<file path="src/rtl/dmem_wait_if.sv">
// Request/acknowledge bus between the core's data port and dmem_wait.
// The err signal exists only when DMEM_ERR_EN is defined.
interface dmem_wait_if #(
    parameter int AW = 6,
    parameter int DW = 32
);
    logic              req;
    logic              wr;
    logic [AW-1:0]     addr;
    logic [DW/8-1:0]   be;
    logic [DW-1:0]     din;
    logic [DW-1:0]     dout;
    logic              ack;
    logic              busy;
`ifdef DMEM_ERR_EN
    logic              err;
`endif

    modport master (
        output req, wr, addr, be, din,
        input  dout, ack, busy
`ifdef DMEM_ERR_EN
        , input err
`endif
    );

    modport slave (
        input  req, wr, addr, be, din,
        output dout, ack, busy
`ifdef DMEM_ERR_EN
        , output err
`endif
    );
endinterface

</file>
<file path="src/rtl/dmem_wait.sv">
// Word RAM behind a req/ack handshake with byte enables and WAIT wait states per access.
// Optional DMEM_ERR_EN: out-of-range addresses (>= DEPTH) are suppressed and flagged on err.
module dmem_wait #(
    parameter int AW    = 6,
    parameter int DW    = 32,
    parameter int DEPTH = 64,
    parameter int WAIT  = 2
) (
    input logic        clk,
    input logic        rst_n,
    dmem_wait_if.slave bus
);
    localparam int NB = DW / 8;

    typedef enum logic [1:0] {S_IDLE, S_WAIT, S_RESP} state_e;

    state_e          state_q;
    logic [3:0]      cnt_q;
    logic            wr_q;
    logic [AW-1:0]   addr_q;
    logic [NB-1:0]   be_q;
    logic [DW-1:0]   din_q;
    logic [DW-1:0]   dout_q;
    logic            ack_q;
    logic            busy_q;

    logic [AW-1:0]   idx;
    logic            in_range;
    logic            do_access;
    logic            mem_we;
    logic [DW-1:0]   mem [DEPTH];

    assign idx = AW'(int'(addr_q) % DEPTH);

`ifdef DMEM_ERR_EN
    logic err_q;
    assign in_range = int'(addr_q) < DEPTH;
    assign bus.err  = err_q;
`else
    assign in_range = 1'b1;
`endif

    // The access edge is the last WAIT cycle; a reset before it leaves state IDLE, dropping the write.
    assign do_access = (state_q == S_WAIT) && (cnt_q == 4'd0);
    assign mem_we    = do_access && wr_q && in_range;

    // NOTE: the array has no reset branch so it maps onto RAM macros; contents survive rst_n.
    always_ff @(posedge clk) begin
        if (mem_we) begin
            for (int i = 0; i < NB; i++) begin
                if (be_q[i]) mem[idx][8*i +: 8] <= din_q[8*i +: 8];
            end
        end
    end

    // NOTE: state is updated with non-blocking assignments so every register sees pre-edge values.
    always_ff @(posedge clk or negedge rst_n) begin
        if (!rst_n) begin
            state_q <= S_IDLE;
            cnt_q   <= 4'd0;
            wr_q    <= 1'b0;
            addr_q  <= '0;
            be_q    <= '0;
            din_q   <= '0;
            dout_q  <= '0;
            ack_q   <= 1'b0;
            busy_q  <= 1'b0;
`ifdef DMEM_ERR_EN
            err_q   <= 1'b0;
`endif
        end else begin
            unique case (state_q)
                S_IDLE: begin
                    if (bus.req) begin
                        wr_q    <= bus.wr;
                        addr_q  <= bus.addr;
                        be_q    <= bus.be;
                        din_q   <= bus.din;
                        cnt_q   <= 4'(WAIT);
                        busy_q  <= 1'b1;
                        state_q <= S_WAIT;
                    end
                end
                S_WAIT: begin
                    if (cnt_q != 4'd0) begin
                        cnt_q <= cnt_q - 4'd1;
                    end else begin
                        state_q <= S_RESP;
                        ack_q   <= 1'b1;
                        if (!wr_q) dout_q <= in_range ? mem[idx] : '0;
`ifdef DMEM_ERR_EN
                        err_q   <= !in_range;
`endif
                    end
                end
                S_RESP: begin
                    state_q <= S_IDLE;
                    ack_q   <= 1'b0;
                    busy_q  <= 1'b0;
`ifdef DMEM_ERR_EN
                    err_q   <= 1'b0;
`endif
                end
                default: state_q <= S_IDLE;
            endcase
        end
    end

    assign bus.dout = dout_q;
    assign bus.ack  = ack_q;
    assign bus.busy = busy_q;
endmodule
</file>
<file path="src/flat_wrapper.sv">
// flat-port wrapper written by rule: the top's interface ports become plain ports
module dmem_wait_flat 
#(
    parameter int AW    = 6,
    parameter int DW    = 32,
    parameter int DEPTH = 64,
    parameter int WAIT  = 2
)
  (clk, rst_n, bus_req, bus_wr, bus_addr, bus_be, bus_din, bus_dout, bus_ack, bus_busy);
  dmem_wait_if #(.AW(AW), .DW(DW)) bus_i ();
  input logic clk;
  input logic rst_n;
  input wire logic [$bits(bus_i.req)-1:0] bus_req;
  input wire logic [$bits(bus_i.wr)-1:0] bus_wr;
  input wire logic [$bits(bus_i.addr)-1:0] bus_addr;
  input wire logic [$bits(bus_i.be)-1:0] bus_be;
  input wire logic [$bits(bus_i.din)-1:0] bus_din;
  output wire logic [$bits(bus_i.dout)-1:0] bus_dout;
  output wire logic [$bits(bus_i.ack)-1:0] bus_ack;
  output wire logic [$bits(bus_i.busy)-1:0] bus_busy;
  assign bus_i.req = bus_req;
  assign bus_i.wr = bus_wr;
  assign bus_i.addr = bus_addr;
  assign bus_i.be = bus_be;
  assign bus_i.din = bus_din;
  assign bus_dout = bus_i.dout;
  assign bus_ack = bus_i.ack;
  assign bus_busy = bus_i.busy;
  dmem_wait #(.AW(AW), .DW(DW), .DEPTH(DEPTH), .WAIT(WAIT)) u_core (.clk(clk), .rst_n(rst_n), .bus(bus_i));
endmodule
</file>
<file path="config.mk">
export PLATFORM = sky130hd
export DESIGN_NAME = dmem_wait_flat
export DESIGN_NICKNAME = d
export VERILOG_FILES = /design/src/rtl/dmem_wait_if.sv /design/src/rtl/dmem_wait.sv /design/src/flat_wrapper.sv
export SDC_FILE = /design/constraint.sdc
export NUM_CORES = 2
export LEC_CHECK = 0
export CAP_MARGIN = 40
export CORE_MARGIN = 1
export CORE_UTILIZATION = 45
export DETAILED_ROUTE_END_ITERATION = 6
export PLACE_DENSITY_LB_ADDON = 0.1
export SYNTH_ARGS = -nofsm -noshare
export SYNTH_HDL_FRONTEND = slang
export SYNTH_SLANG_ARGS = --single-unit
export TNS_END_PERCENT = 1
</file>
<file path="constraint.sdc">
create_clock -name clk -period 3.2 [get_ports clk]
set_input_delay 0.64 -clock clk [delete_from_list [all_inputs] [get_ports clk]]
set_output_delay 0.64 -clock clk [all_outputs]
set_load 0.01 [all_outputs]
</file>
==> flow_summary.yaml <==
status:
  status: "complete, no violations"
sta:
  post-route-min-period_ps: 3190
  slew_violations: 0
  worst_pin_slew_ps: 999
  rsz0062_at_grt: "no"
  timing.fmax_mhz: 314
  fin_hold_ws_ps: 302
  maxSlewHeadroom_pct: 33.4
  hold_violations: 0
  period_share_pct: 99.7
  finClkSkew_ps: 50.7
  timing.final.ws_setup_ps: 10.4
  fin_setup_tns_ps: 0
  setup_viol: 0
global_routing:
  grt_pass1_wl_um: 385000
  grt_usage_pct: 30.1
  grt_pass1_vias: 47000
  grt_start_max_net_pins: 65
  overflow: 0
  antenna_found_initial: 13
finish:
  synthToLayoutAreaGrowth_pct: 18.0
  multi_input_area_um2: 17300
  final_util_pct: 53.6
  layout_common_cells: "edfxtp_1, buf_4, nor2_1"
  fillers: 14400
  layout-drive-gt1-share_pct: 24.5
  layout_commonest_cell: "edfxtp_1"
  regArea_um2: 63600
  fin_nets: 5182
  stdcell_area_um2: 97200
  layout.cells.non_filler: 7702
worst_setup_path:
  end_kind: "register"
  cp.arrival_ps: 3960
  cp.required_ps: 3970
  crit_slowest_cell: "dfrtp_4"
  r2r_cells: 9
  rrSetupSlack_ps: 10
  critical_path_class: "register to register"
  cp_slowest_stage_delay_ps: 590
  startpoint_type: "register"
  worstPathCellList: "buf_12 -> and2_4 -> buf_4 -> a221oi_1 -> nor2_1 -> o21ai_0 -> buf_4 -> nand4_1 -> o32a_1"
  cp_max_fo: 19
  r2r-start: "u_core.addr_q[1]$_DFFE_PN0P_"
  regToRegEndpoint: "u_core.bus.dout[25]$_DFFE_PN0P_"
  crit_path_frequent_cell: "buf_4"
die:
  core_um2: 181000
  num_rows: 156
  die_y_um: 430
  dieArea_um2: 185000
  die_width_um: 430
  io_pins: 80
  start_util_pct: 45.4
logic_synthesis:
  synth_xor_xnor_area_share_pct: 0.0213
  yosys.area.top_type: "edfxtp_1"
  synthMuxAreaShare_pct: 9.82
  synth-simple-area-share_pct: 3.33
  synth_compound_area_share_pct: 7.62
  synth-seq-area-share_pct: 77.2
  netlist_instances: 4537
  synthArstFlopShare_pct: 3.89
  synthAdderAreaFrac_pct: 0.0304
  synth-edff-count: 2048
  synth_fp_nets: 4585
  syn_avg_cell_area_um2: 18.2
  synth_top_family_by_area: "multiplexers"
  yosys_warnings: 0
  netlist.area_leader.share_pct: 74.7
  synth_flop_cell: "edfxtp_1"
  syn_area_um2: 82300
  ys_ff_latch: 2131
  synthTopCellsByArea: "edfxtp_1, mux4_2, mux2i_1"
  synth_cell_types: 66
cts:
  clk_pin_slew_ps: 60
  cts_tree: "yes"
  cts_root_buf: "clkbuf_16"
  numCtsBuffers: 217
  cts_max_level: 4
  cts.path.max_buffers: 3
  cts_sinks: 2131
  clock_latency_ps: 890
power_and_ir_drop:
  p_total_mw: 91.8
  p_leak_nw: 31.6
  pwr_density_cell_nw_per_um2: 944
  ir_worst_vdd_uv: 1080
min_path:
  worst_hold_path_type: "input port to async pin"
placed_design:
  post-place-ws_ps: -21.8
  place_area_um2: 90400
  gp_congestion: 0.910
  io_buffers: 79
  place_inst: 7282
  dp_hpwl_um: 186000
route:
  detail_route.wl_per_cell_um: 36.4
  first_pass_iters: 7
  dr_total_vias: 48700
  viasPerCell: 6.33
  drt_iter0_drc: 6960
  totalWireLength_um: 281000
  ant_nets: 0
  drc: 0
run:
  max_cap_viol_count: 0
==> cells in the mapped netlist, drive strengths merged (3+ instances only) <==
cell and number:
edfxtp 2048, nor2 388, a221oi 252, mux2i 243, buf 190, mux4 180, a22oi 166, nand2 159
mux2 142, clkbuf 131, o22ai 101, o21ai 97, dfrtp 83, a21oi 74, nand3 43, a31oi 30
a22o 28, o32a 16, a221o 15, nand4 13, a211oi 11, nor3 10, o2111ai 10, o221ai 9
nand2b 8, nor2b 8, o211ai 8, and3 7, and2 6, o2bb2ai 6, inv 5, o22a 5
a222oi 4, and3b 4, a41oi 3, nand3b 3, nor3b 3, nor4b 3
==> state kept, by name, indices dropped and copies added, names as in the netlist <==
| register | cells |
|---|---|
| u_core.cnt_q | 4 |
| u_core.state_q | 2 |
| u_core.din_q | 32 |
| u_core.bus.busy | 1 |
| u_core.bus.dout | 32 |
| u_core.mem | 2048 |
| u_core.be_q | 4 |
| u_core.bus.ack | 1 |
| u_core.addr_q | 6 |
| u_core.wr_q | 1 |
==> power by group <==
part	internal, mW	switching, mW
registers	35.2	2.81
logic	10.3	19.2
clock network	13.4	10.9
==> worst max-delay path by stage <==
stage / cells after the start / slack, ps / startpoint / to
6_report: 9 / 10 / u_core.addr_q[1]$_DFFE_PN0P_ / u_core.bus.dout[25]$_DFFE_PN0P_
5_1_grt: 9 / 60 / u_core.addr_q[1]$_DFFE_PN0P_ / u_core.bus.dout[25]$_DFFE_PN0P_
4_1_cts: 8 / 40 / u_core.cnt_q[0]$_DFFE_PN0P_ / u_core.bus.dout[16]$_DFFE_PN0P_
3_5_place_dp: 8 / -20 / u_core.cnt_q[0]$_DFFE_PN0P_ / u_core.bus.dout[15]$_DFFE_PN0P_
3_3_place_gp: 8 / 80 / u_core.cnt_q[0]$_DFFE_PN0P_ / u_core.bus.dout[16]$_DFFE_PN0P_
2_1_floorplan: 10 / 570 / u_core.cnt_q[0]$_DFFE_PN0P_ / u_core.mem[10][0]$_DFFE_PP_
==> critical path: cells and delay by family, from the launching register on <==
family	cells	cell delay (ps)
AND/OR/NAND/NOR	3	570
buffers and inverters	3	720
AO/OA/AOI/OAI	3	1160
flip-flops	1	590
==> what timing repair did <==
action                     CTS  global route
setup endpoints to repair    1             1
gates cloned                 0             0
hold endpoints to repair    20             0
buffers inserted             2             0
gates resized for setup      0             1
pin swaps                    1             0
hold buffers                 1             0
==> kinds of logic (layout without fill, tap and decap cells) <==
kind of cell,after synthesis,after routing
other,0,12
DFF,2131,2131
buffers and inverters,327,1110
and+or+nand+nor,661,661
xor gates and xnor gates,2,2
AOI/OAI and AO/OA,849,849
adders and majority gates,2,2
muxes,565,565
==> per-layer routing <==
layer | wire, um | part of all wire (%) | vias to the layer above | track usage (%)
met3 | 25600 | 9.1 | 512 | 6.25
met5 | 122 | 0.043 | - | 0.364
met4 | 12500 | 4.4 | 6 | 12.5
met1 | 115000 | 41 | 25700 | 42.6
li1 | - | - | 19800 | -
met2 | 127000 | 45 | 2768 | 45.6
==> layout make-up <==
type                    instances  area share, %
repair buffers                699           6.69
well taps                    2370           3.05
multi-input cells            2079           17.8
inverters                       6         0.0309
clock buffers                 281           5.93
flip-flops and latches       2131           65.5
clock inverters               124           1.01
diodes                         12         0.0309
Power figures use the tool's default switching activity.
